--- src/rtl/if_id_buffer_if.sv ---
// Handshake bundle between fetch, the IF/ID buffer and decode.
//   fetch side : pc_in, instr_in, in_valid -> buffer ; in_ready <- buffer
//   control    : flush -> buffer
//   decode side: out_pc, out_pc4, out_instr, out_valid <- buffer ; out_ready -> buffer
//   status     : occupancy <- buffer
// master: the environment (fetch/decode/control). slave: the buffer itself.
interface if_id_buffer_if #(
    parameter int WIDTH = 32
);
    logic [WIDTH-1:0] pc_in;
    logic [WIDTH-1:0] instr_in;
    logic             in_valid;
    logic             in_ready;
    logic             flush;
    logic [WIDTH-1:0] out_pc;
    logic [WIDTH-1:0] out_pc4;
    logic [WIDTH-1:0] out_instr;
    logic             out_valid;
    logic             out_ready;
    logic [1:0]       occupancy;

    modport master (
        output pc_in, instr_in, in_valid, flush, out_ready,
        input  in_ready, out_pc, out_pc4, out_instr, out_valid, occupancy
    );

    modport slave (
        input  pc_in, instr_in, in_valid, flush, out_ready,
        output in_ready, out_pc, out_pc4, out_instr, out_valid, occupancy
    );
endinterface

--- src/rtl/if_id_buffer.sv ---
// Two-entry elastic IF/ID pipeline buffer.
// Captures {pc, instr} from fetch, precomputes pc + PC_INC, and presents the
// oldest entry to decode. Valid/ready on both sides; synchronous flush.
// Ports:
//   clk  - rising-edge clock
//   rst  - asynchronous active-high reset
//   bus  - if_id_buffer_if slave modport (fetch/decode handshake, flush, occupancy)
module if_id_buffer #(
    parameter int WIDTH  = 32,
    parameter int PC_INC = 4
) (
    input  logic          clk,
    input  logic          rst,
    if_id_buffer_if.slave bus
);
    logic [WIDTH-1:0] pc_q    [2];
    logic [WIDTH-1:0] pc4_q   [2];
    logic [WIDTH-1:0] instr_q [2];
    logic [1:0]       count;
    logic             rd_ptr;
    logic             wr_ptr;
    logic             push;
    logic             pop;
    logic             not_empty;

    assign not_empty = (count != 2'd0);

    // in_ready depends only on registered count, never on out_ready.
    assign bus.in_ready  = (count != 2'd2);
    assign bus.out_valid = not_empty;
    assign bus.occupancy = count;

    assign push = bus.in_valid & bus.in_ready & ~bus.flush;
    assign pop  = not_empty & bus.out_ready & ~bus.flush;

    // Empty buffer presents all zeros (a NOP) rather than stale entry data.
    always_comb begin
        bus.out_pc    = '0;
        bus.out_pc4   = '0;
        bus.out_instr = '0;
        if (not_empty) begin
            bus.out_pc    = pc_q[rd_ptr];
            bus.out_pc4   = pc4_q[rd_ptr];
            bus.out_instr = instr_q[rd_ptr];
        end
    end

    always_ff @(posedge clk or posedge rst) begin
        if (rst) begin
            count  <= 2'd0;
            rd_ptr <= 1'b0;
            wr_ptr <= 1'b0;
        end else if (bus.flush) begin
            count  <= 2'd0;
            rd_ptr <= 1'b0;
            wr_ptr <= 1'b0;
        end else begin
            if (push) begin
                wr_ptr <= ~wr_ptr;
            end
            if (pop) begin
                rd_ptr <= ~rd_ptr;
            end
            if (push && !pop) begin
                count <= count + 2'd1;
            end else if (pop && !push) begin
                count <= count - 2'd1;
            end
        end
    end

    // Entry storage; contents are left as-is on flush since count gates them.
    always_ff @(posedge clk or posedge rst) begin
        if (rst) begin
            for (int i = 0; i < 2; i++) begin
                pc_q[i]    <= '0;
                pc4_q[i]   <= '0;
                instr_q[i] <= '0;
            end
        end else if (push) begin
            pc_q[wr_ptr]    <= bus.pc_in;
            pc4_q[wr_ptr]   <= bus.pc_in + WIDTH'(PC_INC);
            instr_q[wr_ptr] <= bus.instr_in;
        end
    end
endmodule

--- src/flat_wrapper.sv ---
// flat-port wrapper written by rule: the top's interface ports become plain ports
module if_id_buffer_flat 
#(
    parameter int WIDTH  = 32,
    parameter int PC_INC = 4
)
  (clk, rst, bus_pc_in, bus_instr_in, bus_in_valid, bus_flush, bus_out_ready, bus_in_ready, bus_out_pc, bus_out_pc4, bus_out_instr, bus_out_valid, bus_occupancy);
  if_id_buffer_if #(.WIDTH(WIDTH)) bus_i ();
  input  logic clk;
  input  logic rst;
  input wire logic [$bits(bus_i.pc_in)-1:0] bus_pc_in;
  input wire logic [$bits(bus_i.instr_in)-1:0] bus_instr_in;
  input wire logic [$bits(bus_i.in_valid)-1:0] bus_in_valid;
  input wire logic [$bits(bus_i.flush)-1:0] bus_flush;
  input wire logic [$bits(bus_i.out_ready)-1:0] bus_out_ready;
  output wire logic [$bits(bus_i.in_ready)-1:0] bus_in_ready;
  output wire logic [$bits(bus_i.out_pc)-1:0] bus_out_pc;
  output wire logic [$bits(bus_i.out_pc4)-1:0] bus_out_pc4;
  output wire logic [$bits(bus_i.out_instr)-1:0] bus_out_instr;
  output wire logic [$bits(bus_i.out_valid)-1:0] bus_out_valid;
  output wire logic [$bits(bus_i.occupancy)-1:0] bus_occupancy;
  assign bus_i.pc_in = bus_pc_in;
  assign bus_i.instr_in = bus_instr_in;
  assign bus_i.in_valid = bus_in_valid;
  assign bus_i.flush = bus_flush;
  assign bus_i.out_ready = bus_out_ready;
  assign bus_in_ready = bus_i.in_ready;
  assign bus_out_pc = bus_i.out_pc;
  assign bus_out_pc4 = bus_i.out_pc4;
  assign bus_out_instr = bus_i.out_instr;
  assign bus_out_valid = bus_i.out_valid;
  assign bus_occupancy = bus_i.occupancy;
  if_id_buffer #(.WIDTH(WIDTH), .PC_INC(PC_INC)) u_core (.clk(clk), .rst(rst), .bus(bus_i));
endmodule
--- config.mk ---
export PLATFORM = sky130hd
export DESIGN_NAME = if_id_buffer_flat
export DESIGN_NICKNAME = d
export VERILOG_FILES = /design/src/rtl/if_id_buffer_if.sv /design/src/rtl/if_id_buffer.sv /design/src/flat_wrapper.sv
export SDC_FILE = /design/constraint.sdc
export NUM_CORES = 1
export LEC_CHECK = 0
export CAP_MARGIN = 40
export CORE_MARGIN = 1.5
export CORE_UTILIZATION = 50
export CTS_BUF_LIST = sky130_fd_sc_hd__clkbuf_8
export CTS_CLUSTER_DIAMETER = 30
export DETAILED_ROUTE_END_ITERATION = 10
export HOLD_SLACK_MARGIN = 0.08
export PLACE_DENSITY_LB_ADDON = 0.12
export REMOVE_ABC_BUFFERS = 1
export SYNTH_ARGS = -nofsm -noshare
export SYNTH_HDL_FRONTEND = slang
export SYNTH_SLANG_ARGS = --single-unit
--- constraint.sdc ---
create_clock -name clk -period 9.5 [get_ports clk]
set_clock_uncertainty 0.1 [all_clocks]
set_input_delay 1.9 -clock clk [delete_from_list [all_inputs] [get_ports clk]]
set_output_delay 1.9 -clock clk [all_outputs]
set_load 0.05 [all_outputs]
==> impl_metrics.csv <==
group,metric,value,unit
power,seq_power_share,47.6,%
final_layout,nets,1261,
setup_path,r2r-end,"u_core.pc4_q[34]",
clock_network,holdBufCountCts,0,
clock_network,cts-htree-levels,4,
setup_path,cp_max_fo,41,
setup_path,r2r_cells,5,
outcome,status,"complete, no violations",
route,via_count,7443,
power,design_power_total,0.00240,W
global_routing,grt_usage,24.0,%
power,p_comb_share,29.1,%
setup_path,crit_path_start,"u_core.rd_ptr",
global_routing,grt_pass1_vias,7288,
logic_synthesis,ys_seq_area_share,52.5,%
route,antenna_left,0,
global_routing,grt_pass1_wl,37200,um
hold_path,hold_class,"reg2reg",
setup_path,r2r_start,"u_core.bus.occupancy[0]",
timing,min_period,5.24,ns
global_routing,grt_max_degree,69,
timing,rsz0062_at_grt,"false",
global_routing,busiest_layer,"met2",
global_routing,met1_usage,32.7,%
timing,hold_viol_final,0,
run,maxCapViolCount,0,
final_layout,area_growth,24.6,%
setup_path,required,7.50,ns
clock_network,clk_pin_slew,0.09,ns
power,p_sw,0.000849,W
clock_network,post_cts_resized,0,
global_routing,gr-usage-met2,40.0,%
logic_synthesis,syn_area,0.00915,mm^2
setup_path,crit_path_end_kind,"primary output",
final_layout,design_area,0.0114,mm^2
clock_network,cts-buffers-inserted,17,
setup_path,reg2reg_slack,6.84,ns
clock_network,cts_root_buf,"clkbuf_8",
route,drt-total-wl,22200,um
die,fp-row-count,49,
timing,fin_crit_sh,55.2,%
route,drc_errors,0,
power,p_leak,5.13,nW
route,drt_pass1_iterations,5,
global_routing,antenna_found_initial,0,
power,power_density,211,mW/mm^2
setup_path,critPathMaxStageDelay,0.83,ns
setup_path,cpMaxStageDelayCell,"clkdlybuf4s50_1",
placed_design,port_buffers,168,
timing,max_freq,191,MHz
placed_design,postPlaceCellArea,0.0110,mm^2
die,ios,169,
die,core_area,0.0180,mm^2
die,dieHeight,138,um
die,die_area,0.0191,mm^2
logic_synthesis,ys_ff_latch,192,
logic_synthesis,yosysUniqueCellTypes,39,
die,die_w,138,um
global_routing,grt.overflow.total,0,
final_layout,drive_above_1_share,4.32,%
clock_network,post_cts_buffers,0,
timing,final.setup.tns,0,ns
clock_network,cts_sinks,192,
power,max-vdd-ir-drop,0.141,mV
final_layout,antenna_cells,0,
hold_path,min_from,"u_core.instr_q[42]",
logic_synthesis,syn-instance-count,1065,
setup_path,critical_path_class,"reg2out",
power,p_int,0.00155,W
power,p_sw_share,35.3,%
power,power_frac_clock,23.3,%
setup_path,crit_end,"bus_out_instr[27]",
route,vias_per_cell,5.20,
logic_synthesis,yosysWarnings,0,
route,drt-initial-drc-count,391,
timing,tightest_slew,0.882,ns
timing,setup_viol,0,
placed_design,dp_hpwl,14500,um
route,wl_per_cell,15.5,um
logic_synthesis,syn_area_per_cell,8.59,um^2
placed_design,gp_congestion,0.781,
clock_network,cts_tree,"done",
die,initial_core_util,50.9,%
timing,slew_violations,0,
timing,relSlewSlack,41.2,%
final_layout,fillers,1555,
setup_path,critPathArrivalTime,3.24,ns
setup_path,path_cells,"buf_16 -> buf_4 -> mux2i_1 -> nor2_1 -> clkdlybuf4s50_1",
setup_path,crit_path_start_kind,"flop",
global_routing,grt_use_met3,4.23,%
clock_network,clockBufferDepth,2,
clock_network,clock_latency,0.45,ns
-- cells in the mapped netlist --
cell type,count,area (um^2)
nand2_1,418,1570
dfrtp_1,192,4800
nor2_1,131,492
mux2i_1,95,951
clkbuf_1,52,195
o21ai_0,42,210
a31oi_1,31,194
or3_1,12,75.1
nand3_1,11,55.1
xor2_1,11,96.3
nand4_1,10,62.6
buf_1,9,33.8
or4_1,5,37.5
buf_2,4,20.0
buf_6,4,45.0
inv_1,4,15.0
xnor2_1,4,35.0
and4_1,3,26.3
buf_4,3,22.5
and3_1,2,12.5
nand2b_1,2,12.5
o21a_1,2,15.0
o31ai_1,2,15.0
a211oi_1,1,7.51
a21oi_1,1,5.00
and4_2,1,10.0
and4b_1,1,10.0
and4bb_2,1,12.5
ha_1,1,12.5
nand3b_1,1,7.51
nand4_2,1,12.5
nand4b_1,1,8.76
nand4bb_1,1,11.3
nor3_1,1,5.00
nor3b_1,1,7.51
o41ai_1,1,8.76
or3_2,1,7.51
or4_4,1,11.3
or4b_4,1,13.8
-- placed cells by master, fill, tap and decap left out, types with 2 or more instances in the layout --
cell type,instances
nand2_1,418
dfrtp_1,191
clkdlybuf4s50_1,168
nor2_1,130
mux2i_1,95
o21ai_0,42
a31oi_1,31
clkbuf_8,18
or3_1,12
xor2_1,11
nand3_1,11
nand4_1,10
buf_4,7
or4_1,5
inv_1,4
xnor2_1,4
and4_1,3
inv_6,3
bufinv_16,3
clkinvlp_4,3
nand2b_1,2
o21a_1,2
and3_1,2
o31ai_1,2
clkinv_2,2
buf_12,2
buf_16,2
-- registers in the layout, indices dropped and copies added (netlist names) --
| name | cells |
|---|---|
| u_core.pc_q | 60 |
| u_core.pc4_q | 64 |
| u_core.instr_q | 64 |
| u_core.rd_ptr | 1 |
| u_core.wr_ptr | 1 |
| u_core.bus.occupancy | 2 |
-- worst max-delay path: cells and delay by family, from the launching register on --
kind,cells,cell delay [ns]
buf+inv,3,1.73
flops,1,0.67
mux,1,0.16
simple gates,1,0.17
-- how the worst min path moves through the flow --
| stage | end | slack, ns | cells after the start |
|---|---|---|---|
| after floorplan | u_core.instr_q[32] | 0.34 | 2 |
| after global placement | u_core.instr_q[35] | 0.36 | 2 |
| after detailed placement | u_core.pc_q[38] | 0.36 | 2 |
| after CTS | u_core.pc_q[12] | 0.38 | 2 |
| after global routing | u_core.instr_q[35] | 0.40 | 2 |
| final | u_core.instr_q[42] | 0.38 | 2 |
-- logic make-up (layout without fill, tap and decap cells) --
group,count (synthesis),after routing,share of synthesized area (%)
fa+ha+maj,1,1,0.137
flops,192,192,52.5
compound gates,80,80,4.98
buf+inv,76,214,3.63
mux,95,95,10.4
xor+xnor,15,15,1.44
simple gates,606,606,26.9
-- power by group through the flow --
| stage | clock (W) | sequential, W | combinational [W] |
|---|---|---|---|
| 2_1_floorplan | 0 | 0.00113 | 0.000488 |
| 3_3_place_gp | 0 | 0.00117 | 0.000673 |
| 3_5_place_dp | 0 | 0.00116 | 0.000705 |
| 4_1_cts | 0.000570 | 0.00114 | 0.000707 |
| 5_1_grt | 0.000600 | 0.00117 | 0.000773 |
| 6_report | 0.000560 | 0.00114 | 0.000699 |
-- through the flow --
stage          utilization (%)  setup slack [ns]  instances  hold WS [ns]
2_1_floorplan                -              2.25        993         0.345
3_5_place_dp              61.2              4.74       1401         0.362
5_1_grt                   63.4              4.12       1432         0.399
6_report                  63.4              4.26       1432         0.380
3_3_place_gp              60.6              4.49       1397         0.357
4_1_cts                   63.4              4.22       1432         0.384
-- layer usage --
layer / wire, um / up-vias
li1: - / 3704
met1: 10400 / 3554
met2: 10700 / 169
met3: 909 / 16
met4: 195 / 0
met5: 0 / -
-- area by class of cell --
class	instances	area [um^2]	share of cell area (%)
Inverter	4	22.5	0.198
Clock buffer	18	248	2.17
Multi-Input combinational cell	797	4040	35.5
Sequential cell	192	4810	42.2
Tap cell	229	287	2.51
Timing Repair Buffer	179	1830	16.0
Clock inverter	13	161	1.42
(Power assumes the default switching activity.)
